$ cat src/rtl/universal_shift_reg.sv
// -----------------------------------------------------------------------------
// universal_shift_reg
//   WIDTH-bit universal shift register with enable and a registered carry.
//   Supports hold, logical shift left/right with serial inputs, parallel load,
//   rotate left/right, arithmetic shift right and clear. Every operation lands
//   on the same rising edge where its controls are sampled.
//
// Parameters
//   WIDTH        register width, 1..64
//   RESET_VALUE  value loaded into q on reset
//
// Ports
//   clk      in   clock, all state changes on the rising edge
//   rst      in   synchronous active-high reset (wins over en/mode)
//   en       in   operation enable; 0 holds q and carry for any mode
//   mode     in   operation select (3 bits)
//   d        in   parallel load data
//   sin_lsb  in   serial bit entering bit 0 on SHL
//   sin_msb  in   serial bit entering bit WIDTH-1 on SHR
//   q        out  registered register contents
//   carry    out  registered last bit shifted/rotated out
//   zero     out  combinational, 1 when q == 0
//   so_msb   out  combinational copy of q[WIDTH-1]
//   so_lsb   out  combinational copy of q[0]
// -----------------------------------------------------------------------------
module universal_shift_reg #(
    parameter int unsigned          WIDTH       = 8,
    parameter logic [WIDTH-1:0]     RESET_VALUE = '0
) (
    input  logic             clk,
    input  logic             rst,
    input  logic             en,
    input  logic [2:0]       mode,
    input  logic [WIDTH-1:0] d,
    input  logic             sin_lsb,
    input  logic             sin_msb,
    output logic [WIDTH-1:0] q,
    output logic             carry,
    output logic             zero,
    output logic             so_msb,
    output logic             so_lsb
);

    typedef enum logic [2:0] {
        MODE_HOLD  = 3'b000,
        MODE_SHL   = 3'b001,
        MODE_SHR   = 3'b010,
        MODE_LOAD  = 3'b011,
        MODE_ROTL  = 3'b100,
        MODE_ROTR  = 3'b101,
        MODE_ASHR  = 3'b110,
        MODE_CLEAR = 3'b111
    } mode_e;

    mode_e            op;
    logic [WIDTH-1:0] data_q, data_d;
    logic             carry_q, carry_d;
    logic [WIDTH-1:0] lsb_ins;
    logic [WIDTH-1:0] msb_ins;

    assign op = mode_e'(mode);

    // Shifts are written as whole-vector shifts plus single-bit inserts so the
    // same expressions stay legal and correct at WIDTH=1 (no [WIDTH-2:0] slice).
    always_comb begin
        data_d             = data_q;
        carry_d            = carry_q;
        lsb_ins            = '0;
        lsb_ins[0]         = sin_lsb;
        msb_ins            = '0;
        msb_ins[WIDTH-1]   = sin_msb;

        if (en) begin
            case (op)
                MODE_HOLD: begin
                    data_d  = data_q;
                    carry_d = carry_q;
                end
                MODE_SHL: begin
                    data_d  = (data_q << 1) | lsb_ins;
                    carry_d = data_q[WIDTH-1];
                end
                MODE_SHR: begin
                    data_d  = (data_q >> 1) | msb_ins;
                    carry_d = data_q[0];
                end
                MODE_LOAD: begin
                    data_d  = d;
                    carry_d = 1'b0;
                end
                MODE_ROTL: begin
                    data_d  = (data_q << 1) | (data_q >> (WIDTH - 1));
                    carry_d = data_q[WIDTH-1];
                end
                MODE_ROTR: begin
                    data_d  = (data_q >> 1) | (data_q << (WIDTH - 1));
                    carry_d = data_q[0];
                end
                MODE_ASHR: begin
                    data_d          = data_q >> 1;
                    data_d[WIDTH-1] = data_q[WIDTH-1];
                    carry_d         = data_q[0];
                end
                MODE_CLEAR: begin
                    data_d  = '0;
                    carry_d = 1'b0;
                end
                default: begin
                    data_d  = data_q;
                    carry_d = carry_q;
                end
            endcase
        end
    end

    always_ff @(posedge clk) begin
        if (rst) begin
            data_q  <= RESET_VALUE;
            carry_q <= 1'b0;
        end else begin
            data_q  <= data_d;
            carry_q <= carry_d;
        end
    end

    assign q      = data_q;
    assign carry  = carry_q;
    assign zero   = (data_q == '0);
    assign so_msb = data_q[WIDTH-1];
    assign so_lsb = data_q[0];

endmodule
$ cat config.mk
export PLATFORM = sky130hd
export DESIGN_NAME = universal_shift_reg
export DESIGN_NICKNAME = d
export VERILOG_FILES = /design/src/rtl/universal_shift_reg.sv
export SDC_FILE = /design/constraint.sdc
export NUM_CORES = 1
export LEC_CHECK = 0
export CORE_MARGIN = 3
export CORE_UTILIZATION = 41
export CTS_CLUSTER_DIAMETER = 100
export DETAILED_ROUTE_END_ITERATION = 10
export GPL_TIMING_DRIVEN = 0
export PLACE_DENSITY = 0.79
export SLEW_MARGIN = 20
export SYNTH_ARGS = -nofsm -noshare
export SYNTH_HDL_FRONTEND = slang
export SYNTH_SLANG_ARGS = --single-unit
$ cat constraint.sdc
create_clock -name clk -period 1.21 [get_ports clk]
set_input_delay 0.1815 -clock clk [delete_from_list [all_inputs] [get_ports clk]]
set_output_delay 0.1815 -clock clk [all_outputs]
set_load 0.03 [all_outputs]
==> results.py, run 1 <==
metrics = {
    "status": {
        "outcome": "complete, but fails checks",
        "violations": "setup timing",
    },
    "route": {
        "drc": 0,
        "drt-initial-drc-count": 41,
        "routedWlPerCell_um": 18.4,
        "routed_via_density": 6.22,
        "num_vias": 777,
        "antenna_left": 0,
        "drt_first_pass_iters": 4,
        "detail_route.wirelength_um": 2310,
    },
    "yosys": {
        "syn_area_per_cell_um2": 9.01,
        "synth_largest_area_cell": "dfxtp_1",
        "syn_nets": 90,
        "ys_seq_area_share_pct": 27.0,
        "synth-seq-cells": 9,
        "netlist_area_um2": 667,
        "synthDistinctLibCells": 32,
        "yosys_warnings": 0,
        "synthCells": 74,
        "synth_top_area_share_pct": 27.0,
        "yosys-top-cells-area": "dfxtp_1, a211oi_1, a222oi_1",
    },
    "worst_setup_path": {
        "endpoint_kind": "primary output",
        "r2r-start": "q[7]",
        "crit_path_max_incr_delay_ns": 0.54,
        "critPathRequiredTime_ns": 1.03,
        "crit_slowest_cell": "or4_4",
        "crit_path_start": "q[1]",
        "start_kind": "flop",
        "critPathKind": "flop to primary output",
        "cp.arrival_ns": 1.42,
        "crit_chain": "or4_4 > nor2_4 > buf_6",
        "critPathMaxFanout": 5,
        "worstRegToRegCells": 4,
    },
    "global_routing": {
        "grt_busiest_layer": "met2",
        "antenna_found_initial": 0,
        "grtUsageMet1_pct": 27.8,
        "grt_pass1_wl_um": 3520,
        "grt_max_degree": 11,
        "overflow": 0,
        "grt.total_usage_pct": 23.6,
        "met3_usage_pct": 6.64,
        "grt_pass1_vias": 779,
        "grt_use_met2_pct": 40.4,
    },
    "worst_hold_path": {
        "hp-start": "rst",
        "whs_path_depth": 2,
        "hp-class": "input port to flop",
    },
    "clock_network": {
        "cts_made_buffers": 3,
        "holdBufCountCts": 0,
        "cts_tree": "yes",
        "clk_pin_slew_ns": 0.07,
        "clk_latency_ns": 0.27,
        "clk_path_buf_depth": 2,
        "cts_root_buf": "clkbuf_4",
        "clkSinkCount": 9,
        "h-tree-depth": 1,
    },
    "layout": {
        "finish.instance_area_mm2": 0.00102,
        "syn2layout_area_growth_pct": 53.7,
        "diodes": 0,
        "fin_util_pct": 72.4,
        "nNetsFinal": 127,
        "layout-drive-gt1-share_pct": 45.5,
    },
    "sta": {
        "holdWs_ns": 0.336,
        "rsz0062_at_grt": "true",
        "hold_violations": 0,
        "worst_slack_ns": -0.388,
        "slew_viol_final": 0,
        "max-slew-margin-rel_pct": 70.1,
        "setup_viol": 1,
        "clock.fmax_mhz": 626,
        "finClkSkew_ns": 0.00895,
        "finalCritPeriodShare_pct": 132,
        "worstMarginPinSlew_ns": 0.449,
        "layout_min_cycle_time_ns": 1.60,
    },
    "die": {
        "core_area_mm2": 0.00142,
        "die-area_mm2": 0.00215,
        "num_rows": 13,
        "start_util_pct": 47.1,
        "die_width_um": 46.3,
        "die_y_um": 46.3,
        "pin_count": 28,
    },
    "place": {
        "routabilityCongestion": 0.833,
        "place_area_um2": 953,
        "portBuffers": 24,
        "place_hpwl_um": 1460,
    },
    "pwr": {
        "power_leakage_nw": 0.421,
        "power_w": 0.000969,
        "ir_drop_mv": 0.753,
        "power.density_mw_per_mm2": 946,
    },
    "flow_run": {
        "max_cap_viol_count": 0,
    },
}
[power breakdown]
group | leakage, nW | internal (W) | total (W) | switching (W)
clock | 0.0150 | 0.000127 | 0.000242 | 0.000115
combinational | 0.328 | 0.000181 | 0.000381 | 0.000200
sequential | 0.0776 | 0.000316 | 0.000346 | 0.0000301
total | 0.421 | 0.000624 | 0.000969 | 0.000345
[worst paths after layout]
kind               end  slack, ns
setup reg to reg  q[0]       0.08
setup / recovery  zero      -0.39
hold / removal    q[7]       0.34
hold reg to reg   q[1]       0.52
[cells in the mapped netlist, drive strengths merged]
cell and number:
a31oi 1, a21oi 3, a21boi 1, or4 2
dfxtp 9, nor2b 1, o32ai 2, and2b 1
a22o 1, o21ai 3, nor2 8, xor2 1
o22ai 1, inv 4, a221oi 3, o221ai 2
a222oi 4, a211oi 8, clkbuf 1, nand2b 5
buf 6, nand2 4, a221o 1, and3 2
[layer usage]
metal / part of all wire (%) / wire [µm]
met2: 51 / 1180
met5: 0 / 0
met1: 39 / 904
met4: 0.56 / 13
met3: 8.8 / 203
[cell type report]
type | instances | area, µm²
sequential | 9 | 198
buffer | 7 | 66.3
timing repair buffer | 32 | 269
clock buffer | 4 | 26.3
tap | 15 | 18.8
inverter | 4 | 15.0
fill | 114 | 390
multi-input combinational | 54 | 432
[cells in the final DEF (no fill, tap or decap), types with 2 or more instances in the layout]
| master | instances |
|---|---|
| clkdlybuf4s50_1 | 10 |
| dfxtp_1 | 3 |
| nand2b_1 | 5 |
| buf_4 | 9 |
| o32ai_1 | 2 |
| dfxtp_4 | 4 |
| a221oi_1 | 2 |
| nor2_4 | 2 |
| a222oi_1 | 4 |
| clkdlybuf4s15_1 | 3 |
| buf_6 | 6 |
| clkbuf_2 | 4 |
| a211oi_1 | 8 |
| nand2_1 | 3 |
| nor2_1 | 6 |
| buf_2 | 3 |
| a21oi_2 | 2 |
| o21ai_0 | 2 |
| or4_4 | 2 |
| dfxtp_2 | 2 |
| clkbuf_4 | 3 |
| and3_2 | 2 |
| dlygate4sd2_1 | 2 |
| inv_2 | 3 |
[worst max-delay path, delay by kind of cell, from the launching register on]
| family | cells | cell delay, ns |
|---|---|---|
| buf+inv | 1 | 0.13 |
| simple gates | 2 | 0.66 |
| flops | 1 | 0.35 |
[through the flow]
| step | TNS (ns) | setup slack [ns] | cells |
|---|---|---|---|
| after floorplan | -0.103 | -0.103 | 74 |
| after global placement | -4.45 | -0.631 | 113 |
| after detailed placement | -4.66 | -0.635 | 113 |
| after CTS | -0.400 | -0.383 | 122 |
| after global routing | -0.451 | -0.431 | 125 |
| final | -0.388 | -0.388 | 125 |
[flip-flops by register name (all words and copies together), names as in the netlist]
name and cells:
q 8, carry 1
[logic make-up (layout without fill, tap and decap cells)]
group	Yosys count	count (layout)	share of synthesized area, %
xor+xnor	1	1	1.31
compound gates	30	30	39.4
buf+inv	11	47	12.2
simple gates	23	23	20.1
flops	9	9	27.0
[repair_timing]
action | 4_1_cts | 5_1_grt
buffers inserted | 5 | 3
gates resized for setup | 42 | 13
pin swaps | 4 | 1
setup endpoints to repair | 21 | 13
(Power assumes the default switching activity.)
==> run 2, diff against run 1 <==
--- a/config.mk
+++ b/config.mk
@@ -8,9 +8,11 @@
 export CORE_MARGIN = 3
 export CORE_UTILIZATION = 41
 export CTS_CLUSTER_DIAMETER = 100
+export CTS_CLUSTER_SIZE = 12
 export DETAILED_ROUTE_END_ITERATION = 10
 export GPL_TIMING_DRIVEN = 0
 export PLACE_DENSITY = 0.79
+export RECOVER_POWER = 25
 export SLEW_MARGIN = 20
 export SYNTH_ARGS = -nofsm -noshare
 export SYNTH_HDL_FRONTEND = slang
==> results of run 2 <==
Same layout as run 1: the final DEF is identical, and so are final timing and power.
==> run 3, diff against run 2 <==
--- a/config.mk
+++ b/config.mk
@@ -10,6 +10,7 @@
 export CTS_CLUSTER_DIAMETER = 100
 export CTS_CLUSTER_SIZE = 12
 export DETAILED_ROUTE_END_ITERATION = 10
+export GPL_ROUTABILITY_DRIVEN = 0
 export GPL_TIMING_DRIVEN = 0
 export PLACE_DENSITY = 0.79
 export RECOVER_POWER = 25
==> results of run 3 <==
Same layout as run 1: the final DEF is identical, and so are final timing and power.
==> patch (config.mk and constraints of run 3) <==
Make the reset (`rst`) asynchronous in one clocked block. Comments in the files are not updated.
--- a/src/rtl/universal_shift_reg.sv
+++ b/src/rtl/universal_shift_reg.sv
@@ -113,7 +113,7 @@
         end
     end
 
-    always_ff @(posedge clk) begin
+    always_ff @(posedge clk or posedge rst) begin
         if (rst) begin
             data_q  <= RESET_VALUE;
             carry_q <= 1'b0;
Formal check against the unedited RTL: differs if rst is asserted again (counterexample within 4 cycles, from zero or initial values and one cycle with rst high); with rst held inactive, the same outputs for 10 cycles.
==> patch against run 3 <==
  * Wire length rose by 5.3%
  * Setup slack worse by 0.060 ns
  * Count of clock-buffer cells in the layout unchanged
  * The run still ends with setup timing left
  * Highest routed layer unchanged
  * Area after synthesis grew 7.3%
  * Design area rose by 12%
  * Sequential cell count did not move
  * Clock skew is essentially flat
  * Power increased by 43%
==> patch: results (changes against run 3) <==
status - finished, violations left
failing checks - setup timing
worst r2r src - q[6]
Pint - 0.8172 mW (+31%)
Worst slew margin - 0.6688 (-0.03219)
placed inst area - 1018 um2 (+6.8%)
GRT Total Usage - 0.2319 (-0.004194)
met1 wire length - 1028 um (+14%)
first-pass GRT wire length - 3574 um (+1.6%)
WL met3 - 194 um (-4.4%)
Routed wire per std cell - 16.30 um (-12%)
# Post-CTS Setup Buffers - 8 (+3)
met2 routed WL - 1133 um (-4.3%)
Post-Synth XOR/XNOR Area - 0 (-0.01313)
Synth cell types - 27 (-16%)
drt initial violations - 45 (+9.8%)
number of placed instances, taps included - 133 (+18%)
final setup fails - 8 (+7)
M3 GR Usage - 0.07519 (+0.008782)
multiplexer share of the synthesized area - 0.05769 (+0.05769)
Post-Route WL - 2429 um (+5.3%)
layout cells sized above 1 - 0.3835 (-0.07109)
Worst Hold Class - primary input to asynchronous set/reset pin
vias per cell - 5.953 (-4.2%)
Setup WS post-layout - -0.4483 ns (-0.06045 ns)
Syn Nets - 107 (+19%)
met1 usage - 0.2838 (+0.005362)
==> patch: worst paths after layout <==
check	end	slack [ns]	cells after the start
min in group clk	carry	0.33	4
setup reg to reg	q[5]	-0.06	4
max in group asynchronous	q[1]	0.61	2
setup / recovery	zero	-0.45	3
hold reg to reg	carry	0.56	2
hold / removal	carry	0.31	2
==> patch: critical path, stage by stage, from the launching register on <==
cell,delay (ns)
dfrtp_2,0.42
or4_4,0.53
nor2_4,0.12
buf_6,0.13
==> patch: power by group through the flow <==
stage	Sequential, mW	Combinational (mW)	Clock (mW)
2_1_floorplan	0.527	0.247	0
3_3_place_gp	0.445	0.556	0
3_5_place_dp	0.446	0.566	0
4_1_cts	0.423	0.619	0.251
5_1_grt	0.423	0.759	0.269
6_report	0.419	0.710	0.260
==> patch: final cells by class <==
type / count / area [um2]
buffer: 8 / 63.81
clock buffer: 4 / 26.28
fill: 128 / 425.4
inverter: 5 / 21.27
multi-input combinational: 69 / 452.9
sequential: 9 / 232.7
tap: 16 / 20.02
timing repair buffer: 38 / 334.1
